--- src/rtl/pci_host_request_sequencer.sv ---
// Burst-command expander feeding the Host Request FIFO: one ADDR entry followed by
// one entry per data phase, the final one tagged LAST. Write data passes straight through.
module pci_host_request_sequencer #(
    parameter int          LEN_W        = 4,
    parameter logic [2:0]  TYPE_ADDR    = 3'h1,
    parameter logic [2:0]  TYPE_RD      = 3'h2,
    parameter logic [2:0]  TYPE_RD_LAST = 3'h3,
    parameter logic [2:0]  TYPE_WR      = 3'h4,
    parameter logic [2:0]  TYPE_WR_LAST = 3'h5
) (
    input  logic             pci_clk,
    input  logic             pci_reset_l,
    input  logic             cmd_valid,
    output logic             cmd_ready,
    input  logic [31:0]      cmd_addr,
    input  logic [3:0]       cmd_pci_cmd,
    input  logic             cmd_is_write,
    input  logic [LEN_W-1:0] cmd_len,
    input  logic [3:0]       cmd_rd_be_l,
    input  logic             wr_valid,
    output logic             wr_ready,
    input  logic [31:0]      wr_data,
    input  logic [3:0]       wr_be_l,
    input  logic             pci_host_request_room_available_meta,
    output logic             pci_host_request_submit,
    output logic [2:0]       pci_host_request_type,
    output logic [3:0]       pci_host_request_cbe,
    output logic [31:0]      pci_host_request_data,
    output logic             pci_host_request_error,
    output logic             burst_done
);

    typedef enum logic [1:0] {IDLE, ADDR, DATA} state_t;

    state_t           state_q, state_d;
    logic [31:0]      addr_q, addr_d;
    logic [3:0]       pci_cmd_q, pci_cmd_d;
    logic             is_write_q, is_write_d;
    logic [3:0]       rd_be_l_q, rd_be_l_d;
    logic [LEN_W:0]   rem_q, rem_d;
    logic             last;
    logic             room;

    assign room                   = pci_host_request_room_available_meta;
    assign last                   = (rem_q == (LEN_W+1)'(1));
    assign pci_host_request_error = 1'b0;

    always_ff @(posedge pci_clk or negedge pci_reset_l) begin
        if (!pci_reset_l) begin
            state_q    <= IDLE;
            addr_q     <= '0;
            pci_cmd_q  <= '0;
            is_write_q <= 1'b0;
            rd_be_l_q  <= '0;
            rem_q      <= '0;
        end else begin
            state_q    <= state_d;
            addr_q     <= addr_d;
            pci_cmd_q  <= pci_cmd_d;
            is_write_q <= is_write_d;
            rd_be_l_q  <= rd_be_l_d;
            rem_q      <= rem_d;
        end
    end

    always_comb begin
        state_d                 = state_q;
        addr_d                  = addr_q;
        pci_cmd_d               = pci_cmd_q;
        is_write_d              = is_write_q;
        rd_be_l_d               = rd_be_l_q;
        rem_d                   = rem_q;
        cmd_ready               = 1'b0;
        wr_ready                = 1'b0;
        burst_done              = 1'b0;
        pci_host_request_submit = 1'b0;
        pci_host_request_type   = '0;
        pci_host_request_cbe    = '0;
        pci_host_request_data   = '0;

        unique case (state_q)
            IDLE: begin
                cmd_ready = 1'b1;
                if (cmd_valid) begin
                    addr_d     = cmd_addr;
                    pci_cmd_d  = cmd_pci_cmd;
                    is_write_d = cmd_is_write;
                    rd_be_l_d  = cmd_rd_be_l;
                    // a zero length encodes the maximum burst of 2**LEN_W words
                    rem_d      = (cmd_len == '0) ? {1'b1, {LEN_W{1'b0}}} : {1'b0, cmd_len};
                    state_d    = ADDR;
                end
            end
            ADDR: begin
                pci_host_request_type   = TYPE_ADDR;
                pci_host_request_cbe    = pci_cmd_q;
                pci_host_request_data   = addr_q;
                pci_host_request_submit = room;
                if (room) state_d = DATA;
            end
            DATA: begin
                if (is_write_q) begin
                    wr_ready                = room;
                    pci_host_request_submit = wr_valid & room;
                    pci_host_request_type   = last ? TYPE_WR_LAST : TYPE_WR;
                    pci_host_request_cbe    = wr_be_l;
                    pci_host_request_data   = wr_data;
                end else begin
                    pci_host_request_submit = room;
                    pci_host_request_type   = last ? TYPE_RD_LAST : TYPE_RD;
                    pci_host_request_cbe    = rd_be_l_q;
                end
                if (pci_host_request_submit) begin
                    rem_d = rem_q - (LEN_W+1)'(1);
                    if (last) begin
                        burst_done = 1'b1;
                        state_d    = IDLE;
                    end
                end
            end
            default: state_d = IDLE;
        endcase
    end

endmodule

--- config.mk ---
export PLATFORM = sky130hd
export DESIGN_NAME = pci_host_request_sequencer
export DESIGN_NICKNAME = d
export VERILOG_FILES = /design/src/rtl/pci_host_request_sequencer.sv
export SDC_FILE = /design/constraint.sdc
export NUM_CORES = 1
export LEC_CHECK = 0
export CAP_MARGIN = 20
export CORE_AREA = 10 10 88 90
export DETAILED_ROUTE_END_ITERATION = 7
export DIE_AREA = 0 0 98 100
export GPL_TIMING_DRIVEN = 0
export PLACE_DENSITY = 0.86
export SLEW_MARGIN = 20
export SYNTH_ARGS = -nofsm -noshare
export SYNTH_HDL_FRONTEND = slang
export SYNTH_SLANG_ARGS = --single-unit
--- constraint.sdc ---
create_clock -name pci_clk -period 2.9 [get_ports pci_clk]
set_clock_uncertainty 0.15 [all_clocks]
set_input_delay 0.435 -clock pci_clk [delete_from_list [all_inputs] [get_ports pci_clk]]
set_output_delay 0.435 -clock pci_clk [all_outputs]
set_load 0.02 [all_outputs]
==> qor.yml <==
synthesis:
  ys_ff_latch: 48
  synth_area_mm2: 0.00260
  synth_cell_types: 37
  synthCells: 225
  syn_nets: 318
  yosysWarnings: 0
  ys_seq_area_share_pct: 46.2
  avgSynthCellArea_um2: 11.6
sta:
  timing.final.crit_share_pct: 95.9
  hold_slack_ns: -0.00488
  worst_pin_slew_ns: 0.638
  layout_min_cycle_time_ns: 2.78
  drv_slew: 0
  finalSetupViolCount: 0
  hold_violations: 3
  setup_tns_ns: 0
  grt_setup_unrepaired: "false"
  relSlewSlack_pct: 57.5
  clock.fmax_mhz: 360
pwr:
  p_leak_uw: 0.00179
  ir_worst_vdd_mv: 0.535
  power_density_mw_per_mm2: 951
layout:
  layout.cells.non_filler: 436
  drive_gt1_share_pct: 29.2
  n_antenna_cell: 0
  fin_nets: 451
  area_growth_pct: 50.9
  mostFrequentLayoutCell: "clkdlybuf4s50_1"
  final_cell_mix: "clkdlybuf4s50_1 (89), dfrtp_1 (48), mux2_2 (41)"
global_routing:
  grt.overflow.total: 0
  antenna_found_initial: 0
  grt_pass1_vias: 2628
  grt_max_degree: 49
  grt_pass1_wl_um: 13300
  grtUsageTotal_pct: 16.5
critical_path:
  r2r_cells: 6
  rrSetupSlack_ns: 0.80
  critPathSlowestCell: "clkdlybuf4s50_1"
  critPathKind: "flip-flop to output port"
  arrival_ns: 2.20
  worstPathCellList: "inv_1 -> ha_2 -> buf_2 -> and4_2 -> clkdlybuf4s50_1"
  end_kind: "output port"
  worst_r2r_startpoint: "state_q[0]$_DFFE_PN0P_"
  r2r-end: "addr_q[23]$_DFFE_PN0P_"
  cp-start-kind: "flip-flop"
  crit_fanout: 10
  worst_path_largest_cell_delay_ns: 0.60
  required_ns: 2.32
cts:
  cts_htree_levels: 2
  cts-root-buf: "clkbuf_8"
  clock_path_buffers: 2
  clkTransAtPathRegs_ns: 0.09
  tritoncts: "done"
  hold_buffers: 0
  cts_buffers: 5
  clock_sinks: 48
  insertion_delay_ns: 0.29
  cts_setup_buffers: 0
worst_hold_path:
  hold_path.class: "input pin to asynchronous set/reset pin"
floorplanning:
  core_area_mm2: 0.00613
  die_area_mm2: 0.00980
  fp.dieW_um: 98
  initial_core_util_pct: 42.4
  die_h_um: 100
  io_pins: 130
  std_cell_rows: 29
placed_design:
  place_hpwl_um: 6650
  place_congestion: 0.785
  port_buffers: 127
  dp.cells: 429
detailed_routing:
  remaining_drc_errors: 0
  routed_wl_um: 8320
  initialDrtViolationCount: 55
  wl_per_cell_um: 19.1
  antenna_left: 0
  vias_per_cell: 5.32
  vias: 2319
  first_pass_iters: 4
status:
  violations: "hold timing"
  outcome: "finished with violations"
run:
  drv_cap: 0
## worst max-delay path: cells and delay by family, from the launching register on
kind	cells	cell delay [ns]
adder cells (fa/ha/maj)	1	0.27
flip-flops	1	0.43
buffers and inverters	3	0.96
AND/OR/NAND/NOR	1	0.24
## power by group
group	internal [uW]	total [uW]	switching, uW
registers	1010	1220	206
logic	1010	2110	1100
clock network	195	406	211
## synthesized netlist by cell type
| cell type | number | area [um2] |
|---|---|---|
| dfrtp_1 | 48 | 1200 |
| mux2_2 | 41 | 462 |
| a22o_1 | 32 | 280 |
| buf_2 | 15 | 75.1 |
| nand2_1 | 13 | 48.8 |
| nor2_1 | 10 | 37.5 |
| inv_1 | 8 | 30.0 |
| a21oi_1 | 7 | 35.0 |
| ha_1 | 7 | 87.6 |
| a31oi_1 | 4 | 25.0 |
| and2_1 | 3 | 18.8 |
| mux2i_1 | 3 | 30.0 |
| nand2b_1 | 3 | 18.8 |
| o21ai_0 | 3 | 15.0 |
| a22oi_1 | 2 | 15.0 |
| a311oi_1 | 2 | 17.5 |
| and3_1 | 2 | 12.5 |
| mux2_1 | 2 | 22.5 |
| o211ai_1 | 2 | 15.0 |
| a2bb2oi_1 | 1 | 8.76 |
| and2b_1 | 1 | 7.51 |
| and4_2 | 1 | 10.0 |
| buf_4 | 1 | 7.51 |
| clkbuf_1 | 1 | 3.75 |
| conb_1 | 1 | 3.75 |
| inv_2 | 1 | 3.75 |
| nand2_2 | 1 | 6.26 |
| nand2b_2 | 1 | 8.76 |
| nand3_1 | 1 | 5.00 |
| nand4_1 | 1 | 6.26 |
| nor2b_1 | 1 | 6.26 |
| nor3_1 | 1 | 5.00 |
| nor4_1 | 1 | 6.26 |
| nor4b_4 | 1 | 23.8 |
| o221a_4 | 1 | 20.0 |
| o221ai_2 | 1 | 15.0 |
| o22ai_1 | 1 | 6.26 |
## through the flow
stage | total power, uW | setup WS (ns) | instance area, um2 | util [%]
after global placement | 3440 | -0.253 | 3970 | 64.7
after global routing | 4010 | 0.00511 | 3930 | 64.0
after floorplan | 2610 | 0.663 | 2600 | -
final | 3730 | 0.119 | 3930 | 64.0
after detailed placement | 3540 | -0.133 | 3970 | 64.7
after CTS | 3820 | -0.000697 | 4030 | 65.8
## layer usage
layer / vias up / global-route usage, % / part of all wire [%]
met3: 12 / 6.94 / 8.9
met1: 1128 / 16.3 / 35
met2: 92 / 31.2 / 54
met5: - / 0 / 0
li1: 1087 / - / -
met4: 0 / 3.58 / 1.3
## worst max path at each step
stage	to	slack, ns	depth (start not counted)	start
finish	burst_done	0.12	5	state_q[0]$_DFFE_PN0P_
global route	pci_host_request_submit	0.005	6	state_q[0]$_DFFE_PN0P_
CTS	pci_host_request_data[31]	-0.0007	7	state_q[0]$_DFFE_PN0P_
detailed placement	pci_host_request_data[20]	-0.13	7	state_q[0]$_DFFE_PN0P_
global placement	addr_q[16]$_DFFE_PN0P_	-0.25	1	pci_reset_l
floorplan	pci_host_request_cbe[0]	0.66	7	state_q[0]$_DFFE_PN0P_
## flip-flops by register name, indices dropped and copies added, names as in the netlist
signal      cells
rem_q           5
is_write_q      1
pci_cmd_q       4
state_q         2
addr_q         32
rd_be_l_q       4
## area by class of cell
cell class              instances  area [um2]
plain buffers                  16        97.6
clock buffers                   8        90.1
multi-input cells             151        1290
well taps                      77        96.3
inverters                       9        33.8
repair buffers                127        1120
flip-flops and latches         48        1200
fillers                       509        2210
## cells by family after synthesis
group	share of synthesized area, %
buffers and inverters	4.62
flip-flops	46.2
multiplexers	19.8
AND/OR/NAND/NOR	8.51
adder cells (fa/ha/maj)	3.37
other	0.144
AO/OA/AOI/OAI	17.4
## what timing repair did
action,in CTS,in global routing
pin swaps,0,0
resized for setup,49,58
endpoints found under the hold margin,0,0
endpoints found under the setup margin,36,34
cloned,0,0
(Power assumes the default switching activity.)
